**src/rtl/lcd_bus_arbiter.sv**
```systemverilog
// Character-LCD bus owner: power-up init, then round-robin byte writes.
// Ports: clk/reset, per-client req/lock/rs_in/data_in, grant/ack/ready, LCD pins.
module lcd_bus_arbiter #(
  parameter int NREQ     = 4,
  parameter int E_WIDTH  = 12,
  parameter int CMD_WAIT = 50,
  parameter int CLR_WAIT = 2000,
  parameter int PWR_WAIT = 20000
) (
  input  logic              clk,
  input  logic              reset,
  input  logic [NREQ-1:0]   req,
  input  logic [NREQ-1:0]   lock,
  input  logic [NREQ-1:0]   rs_in,
  input  logic [8*NREQ-1:0] data_in,
  output logic [NREQ-1:0]   grant,
  output logic [NREQ-1:0]   ack,
  output logic              ready,
  output logic              LCD_E,
  output logic              LCD_RS,
  output logic              LCD_RW,
  output logic [7:0]        LCD_DATA
);

  localparam int M1 = (E_WIDTH > CMD_WAIT) ? E_WIDTH : CMD_WAIT;
  localparam int M2 = (CLR_WAIT > PWR_WAIT) ? CLR_WAIT : PWR_WAIT;
  localparam int MW = (M1 > M2) ? M1 : M2;
  localparam int CW = $clog2(MW + 1);
  localparam int PW = (NREQ > 1) ? $clog2(NREQ) : 1;

  typedef enum logic [2:0] {
    PWR, SETUP, EHI, HOLD, WAIT, IDLE
  } state_e;

  state_e          state_q, state_d;
  logic [CW-1:0]   cnt_q, cnt_d, lim;
  logic [1:0]      idx_q, idx_d;
  logic            ready_q, ready_d;
  logic [NREQ-1:0] grant_q, grant_d;
  logic [PW-1:0]   ptr_q, ptr_d;
  logic [PW-1:0]   win, jj;
  logic            found;
  logic            rs_q, rs_d;
  logic [7:0]      data_q, data_d;
  logic            last, clr;

  function automatic logic [7:0] init_byte(
    input logic [1:0] i
  );
    unique case (i)
      2'd0: return 8'h38;
      2'd1: return 8'h0C;
      2'd2: return 8'h06;
      2'd3: return 8'h01;
    endcase
  endfunction

  // Clear/home commands need the long settle time.
  assign clr = !rs_q &&
    (data_q inside {8'h01, 8'h02, 8'h03});

  always_comb begin
    lim = '0;
    unique case (state_q)
      PWR:  lim = CW'(PWR_WAIT - 1);
      EHI:  lim = CW'(E_WIDTH - 1);
      WAIT: lim = clr ? CW'(CLR_WAIT - 1)
                      : CW'(CMD_WAIT - 1);
      default: lim = '0;
    endcase
  end

  assign last = (cnt_q == lim);

  // First requester after the last winner.
  always_comb begin
    found = 1'b0;
    win   = ptr_q;
    jj    = '0;
    for (int k = 1; k <= NREQ; k++) begin
      jj = PW'((int'(ptr_q) + k) % NREQ);
      if (!found && req[jj]) begin
        found = 1'b1;
        win   = jj;
      end
    end
  end

  always_comb begin
    state_d = state_q;
    cnt_d   = last ? '0 : cnt_q + CW'(1);
    idx_d   = idx_q;
    ready_d = ready_q;
    grant_d = grant_q;
    ptr_d   = ptr_q;
    rs_d    = rs_q;
    data_d  = data_q;
    unique case (state_q)
      PWR: begin
        if (last) begin
          state_d = SETUP;
          rs_d    = 1'b0;
          data_d  = init_byte(idx_q);
        end
      end
      SETUP: state_d = EHI;
      EHI: begin
        if (last) state_d = HOLD;
      end
      HOLD: state_d = WAIT;
      WAIT: begin
        if (last) begin
          if (!ready_q) begin
            if (idx_q == 2'd3) begin
              state_d = IDLE;
              ready_d = 1'b1;
            end else begin
              idx_d   = idx_q + 2'd1;
              data_d  = init_byte(idx_q + 2'd1);
              state_d = SETUP;
            end
          end else if (lock[ptr_q] && req[ptr_q]) begin
            // Owner keeps the bus, no arbitration.
            state_d = SETUP;
            rs_d    = rs_in[ptr_q];
            data_d  = data_in[{ptr_q, 3'b000} +: 8];
          end else begin
            state_d = IDLE;
            grant_d = '0;
          end
        end
      end
      IDLE: begin
        if (ready_q && found) begin
          state_d = SETUP;
          ptr_d   = win;
          grant_d = NREQ'(1) << win;
          rs_d    = rs_in[win];
          data_d  = data_in[{win, 3'b000} +: 8];
        end
      end
      default: state_d = PWR;
    endcase
  end

  always_ff @(posedge clk) begin
    if (reset) begin
      state_q <= PWR;
      cnt_q   <= '0;
      idx_q   <= '0;
      ready_q <= 1'b0;
      grant_q <= '0;
      ptr_q   <= PW'(NREQ - 1);
      rs_q    <= 1'b0;
      data_q  <= 8'h00;
    end else begin
      state_q <= state_d;
      cnt_q   <= cnt_d;
      idx_q   <= idx_d;
      ready_q <= ready_d;
      grant_q <= grant_d;
      ptr_q   <= ptr_d;
      rs_q    <= rs_d;
      data_q  <= data_d;
    end
  end

  // Init bytes run with grant_q = 0, so no ack then.
  assign ack      = grant_q &
    {NREQ{(state_q == WAIT) && last}};
  assign grant    = grant_q;
  assign ready    = ready_q;
  assign LCD_E    = (state_q == EHI);
  assign LCD_RS   = rs_q;
  assign LCD_RW   = 1'b0;
  assign LCD_DATA = data_q;

endmodule
```
**config.mk**
```make
export PLATFORM = sky130hd
export DESIGN_NAME = lcd_bus_arbiter
export DESIGN_NICKNAME = d
export VERILOG_FILES = /design/src/rtl/lcd_bus_arbiter.sv
export SDC_FILE = /design/constraint.sdc
export NUM_CORES = 1
export LEC_CHECK = 0
export CELL_PAD_IN_SITES_DETAIL_PLACEMENT = 0
export CELL_PAD_IN_SITES_GLOBAL_PLACEMENT = 1
export CORE_AREA = 2 2 79 119
export CTS_CLUSTER_SIZE = 40
export DETAILED_ROUTE_END_ITERATION = 12
export DIE_AREA = 0 0 81 121
export DONT_BUFFER_PORTS = 1
export PLACE_DENSITY = 0.6
export SYNTH_ARGS = -nofsm -noshare
export SYNTH_HDL_FRONTEND = slang
export SYNTH_SLANG_ARGS = --single-unit
export TNS_END_PERCENT = 20
```
**constraint.sdc**
```tcl
create_clock -name clk -period 3 [get_ports clk]
set_input_delay 0.9 -clock clk [delete_from_list [all_inputs] [get_ports clk]]
set_output_delay 0.9 -clock clk [all_outputs]
set_load 0.02 [all_outputs]
```
# Word level (Yosys, flattened, before mapping)
# Cells that the tools add are included.
# W data, S select, Z words.
[op_classes] shift=3 eq_ne=24 bitwise=3 order_cmp=6 reduce_logical=25 muxes=56 n_addsub=6
[ops] cell="$pmux W8 S4" n=2
[ops] cell="$shiftx A32 B6 Y8" n=2
[ops] cell="$mux W8" n=6
[ops] cell="$pmux W15 S3" n=1
[ops] cell="$pmux W8 S3" n=1
[ops] cell="$mux W3" n=7
[ops] cell="$mux W1" n=19
[ops] cell="$lt A2 B3 Y1 const B" n=6
[ops] cell="$pmux W3 S6" n=1
[ops] cell="$bmux W1 S2" n=8
[ops] cell="$eq A8 B2 Y1 const B" n=2
[ops] cell="$mux W4" n=4
[ops] cell="$add A15 B1 Y15 const B" n=1
[ops] cell="$eq A15 B15 Y1" n=1
[ops] cell="$ne A2 B2 Y1 const B" n=6
[ops] cell="$reduce_and A6 Y1" n=2
[ops] cell="$mux W11" n=1
[ops] cell="$eq A2 B2 Y1 const B" n=4
[ops] cell="$eq A8 B1 Y1 const B" n=1
[ops] cell="$mux W2" n=4
[ops] cell="$pmux W4 S2" n=1
[ops] cell="$reduce_and A4 Y1" n=2
[ops] cell="$logic_and A1 B1 Y1" n=7
[ops] cell="$add A2 B1 Y2 const B" n=3
[ops] cell="other kinds (19)" n=31
[totals] register_bits=36 output_inout_bits=20

# Longest topological paths before layout
[logic_depth] word_depth=17 depth_mapped=10

# Worst setup path before layout
# No wires, ideal clock.
[synth_path] path_type="register to output" from="register data_q[2] (netlist: LCD_DATA[2])" to="output port ack[0]" setup_slack_ns=-0.470 t_required_ns=2.100 path_stages_with_launch=7 arrival_time_ns=2.570 path_cell_list="dfxtp_1 -> or4_4 -> nor4_4 -> o2111ai_1 -> a2111oi_4 -> buf_2 -> and3_1"
[synth_between] elab_chain_cells=8 elab_cells_between_ends=10 classes_between="eq/ne (4); mux (2); bitwise (1); reduce/logical (3)"
[synth_lines] item="start: declaration" line="44" source="logic [7:0] data_q, data_d;"
[synth_lines] item="start signal: assignment" line="164" source="data_q <= data_d;"
[synth_lines] item="$eq A8 B1 Y1 / $eq A8 B2 Y1 (equally long branches)" line="60" source="(data_q inside {8'h01, 8'h02, 8'h03});"
[synth_lines] item="$reduce_bool A3 Y1 (*)" line="60"
[synth_lines] item="$logic_and A1 B1 Y1 (*)" line="59" source="assign clr = !rs_q &&"
[synth_lines] item="$mux W11 (*)" line="67" source="WAIT: lim = clr ? CW'(CLR_WAIT - 1)"
[synth_lines] item="$pmux W15 S3 (*)" line="64" source="unique case (state_q)"
[synth_lines] item="$eq A15 B15 Y1 (*)" line="73" source="assign last = (cnt_q == lim);"
[synth_lines] item="$logic_and A1 B1 Y1 (*)" line="170" source="{NREQ{(state_q == WAIT) && last}};"
[synth_lines] item="$and A4 B4 Y4 (*)" line="169" source="assign ack = grant_q &"
[synth_lines] item="end: declaration" line="17" source="output logic [NREQ-1:0] ack,"
# Every way passes the cells marked *; elsewhere a longest branch is shown, timed or not.

# Final worst setup path
[layout_path] from="register data_q[6] (netlist: LCD_DATA[6])" to="output port ack[2]"
# Same word-level chain as after synthesis.

==> impl_metrics.toml <==
[outcome]
run_status = "finished, violations left"
failed_checks = "negative setup slack"

[clock_tree]
htreeDepth = 2
post_cts_buffers = 0
cts-root-buf = "clkbuf_16"
cts_buffer_depth = 2
clkTransAtPathRegs_ps = 50
cts_buffers = 5
cts-resized-gates = 0
cts.sinks = 36
clock_latency_ps = 280
cts_tree = "yes"

[sta]
worst_pin_slew_ps = 546
fin_worst_skew_ps = 5.18
rsz0062_at_grt = "true"
timing.fmax_mhz = 299
fin_ws_ps = -343
hold_violations = 0
final.min_clock_period_ps = 3340
slew_headroom_pct = 63.6
final.period_utilization_pct = 111
finalSetupViolations = 4
slew_viol_final = 0

[power_and_ir_drop]
peakVddDrop_mv = 0.249
p_seq_share_pct = 44.8
p_int_mw = 0.860
finalPower_mw = 1.09
power_switching_mw = 0.229
clkPwrFrac_pct = 47.4
p_sw_share_pct = 21.1
p_comb_share_pct = 7.8
p_leak_nw = 1.16
power_density_nw_per_um2 = 339

[synthesis]
synthArstFlopShare_pct = 0
syn_avg_cell_area_um2 = 8.21
ys_ff_latch = 36
syn_inst = 337
syn_nets = 388
yosysSeqAreaShare_pct = 26.0
synth_ff_type = "dfxtp_1"
synth_edf_count = 0
yosysUniqueCellTypes = 51
syn_area_um2 = 2770
ys_warn_count = 0

[cells_and_area]
multiInputGateArea_um2 = 1940
layout_common_cells = "nor2_1, dfxtp_1, buf_4"
drive_gt1_share_pct = 22.6
fillers = 949
antennaDiodeCount = 0
mostFrequentLayoutCell = "nor2_1"
areaGrowthSynthToFinish_pct = 16.1
seq_area_um2 = 723
finalNetCount = 400
final_util_pct = 36.8

[grt]
grt_pass1_vias = 2476
antenna_found_initial = 0
grt_usage_pct = 16.3
grt_max_degree = 31
grt_pass1_wl_um = 12100
grt-ovfl-total = 0

[floorplan]
dieArea_um2 = 9800
ios = 66
die-height_um = 121
num_rows = 42
core_um2 = 8720
initial_core_util_pct = 31.7
die_w_um = 81

[route]
wirelength_um = 7540
wl_per_cell_um = 16.4
drc = 0
drt_iter0_drc = 146
firstDrtPassIters = 4
topRoutingLayerUsed = "met4"
route.antenna.remaining_nets = 0
vias = 2437
vias_per_cell = 5.30
wl_met2_um = 4020
wl_met1_um = 2960
dr_wl_met3_um = 348

[hold_path]
hold_class = "flip-flop to flip-flop"

[critical_path]
crit_arrival_ps = 2440
crit_path_max_fanout = 5
crit_type = "flip-flop to output pin"
end_kind = "output pin"
worst_setup_path_start_kind = "flip-flop"
cp.required_ps = 2100

[placement]
place_hpwl_um = 6020
portBuffers = 0
place_ws_ps = -72.7
gp_congestion = 0.867

[flow_run]
max-cap-violations = 0
state kept, by name (all words and copies together) (netlist names):
register and cells:
grant 4, ptr_q 2, cnt_q 15, LCD_RS 1
state_q 3, LCD_DATA 8, ready 1, idx_q 2
final timing paths:
kind,slack (ps),cells past startpoint,endpoint,startpoint
max reg2reg,230,8,LCD_DATA[4]$_SDFFE_PP0P_,LCD_DATA[6]$_SDFFE_PP0P_
min,520,1,cnt_q[0]$_SDFF_PP0_,cnt_q[0]$_SDFF_PP0_
max,-340,6,ack[2],LCD_DATA[6]$_SDFFE_PP0P_
min reg2reg,520,1,cnt_q[0]$_SDFF_PP0_,cnt_q[0]$_SDFF_PP0_
critical path, cell delays in order (launching register included):
cell and delay (ps):
dfxtp_2 310, or4_4 560, nor3_4 170, a22oi_1 120
o22a_1 220, a2111oi_4 480, and3_4 290
layout make-up:
| cell class | instances | share of cell area [%] |
|---|---|---|
| Inverter | 12 | 1.40 |
| Multi-Input combinational cell | 265 | 60.5 |
| Timing Repair Buffer | 29 | 6.78 |
| Clock buffer | 8 | 4.56 |
| Sequential cell | 36 | 22.5 |
| Tap cell | 110 | 4.28 |
kinds of logic (layout without fill, tap and decap cells):
family                     after synthesis  after routing  share of synthesized area (%)
and+or+nand+nor                        140            140                           25.1
AOI/OAI and AO/OA                       70             70                           18.7
DFF                                     36             36                           26.0
buffers and inverters                   36             49                           5.24
muxes                                   33             33                           17.5
xor gates and xnor gates                16             16                           5.06
adders and majority gates                5              5                           2.26
other                                    1              1                          0.135
cell usage after synthesis, drive strengths merged (2+ instances only):
| cell | number | area, µm² |
|---|---|---|
| a211oi | 3 | 22.5 |
| o21ai | 9 | 45.0 |
| o22a | 4 | 35.0 |
| nand2b | 4 | 25.0 |
| a31o | 2 | 17.5 |
| o2111ai | 2 | 17.5 |
| o221ai | 4 | 35.0 |
| nor2b | 13 | 81.3 |
| a2111oi | 2 | 36.3 |
| or2 | 4 | 25.0 |
| mux2 | 13 | 146 |
| a31oi | 3 | 33.8 |
| xor2 | 7 | 61.3 |
| dfxtp | 36 | 721 |
| ha | 5 | 62.6 |
| nor2 | 48 | 180 |
| clkbuf | 16 | 60.1 |
| a22oi | 3 | 22.5 |
| o211ai | 6 | 45.0 |
| a21oi | 21 | 105 |
| xnor2 | 9 | 78.8 |
| inv | 12 | 45.0 |
| nand3 | 13 | 65.1 |
| nor3 | 12 | 71.3 |
| mux2i | 9 | 90.1 |
| a32o | 4 | 40.0 |
| nand2 | 27 | 101 |
| mux4 | 11 | 248 |
| buf | 8 | 40.0 |
| nand4 | 6 | 37.5 |
| a211o | 2 | 17.5 |
| and3 | 6 | 37.5 |
metal layers:
| metal | GRT usage [%] | vias up |
|---|---|---|
| met1 | 18.3 | 1128 |
| met4 | 7.94 | 0 |
| met3 | 2.75 | 10 |
| met5 | 0 | - |
| li1 | - | 1237 |
| met2 | 29.0 | 62 |
metrics by stage:
step	hold WS (ps)	area, µm²	cells	setup TNS (ps)
6_report	515	3210	460	-1370
5_1_grt	559	3210	460	-1760
4_1_cts	533	3210	460	-1490
3_5_place_dp	520	3070	452	-285
3_3_place_gp	510	3070	452	-219
2_1_floorplan	452	2800	337	-911
power by group through the flow:
stage          logic [mW]  clock network, mW  registers (mW)
3_5_place_dp       0.0854                  0           0.498
4_1_cts            0.0857              0.531           0.488
3_3_place_gp       0.0852                  0           0.498
2_1_floorplan      0.0755                  0           0.495
5_1_grt            0.0945              0.553           0.488
6_report           0.0846              0.517           0.488
timing repair:
| action | CTS | global route |
|---|---|---|
| hold buffers | 0 | 0 |
| endpoints found under the setup margin | 4 | 4 |
| pin swaps | 0 | 0 |
Note: power is estimated with default switching activity, not from simulation.
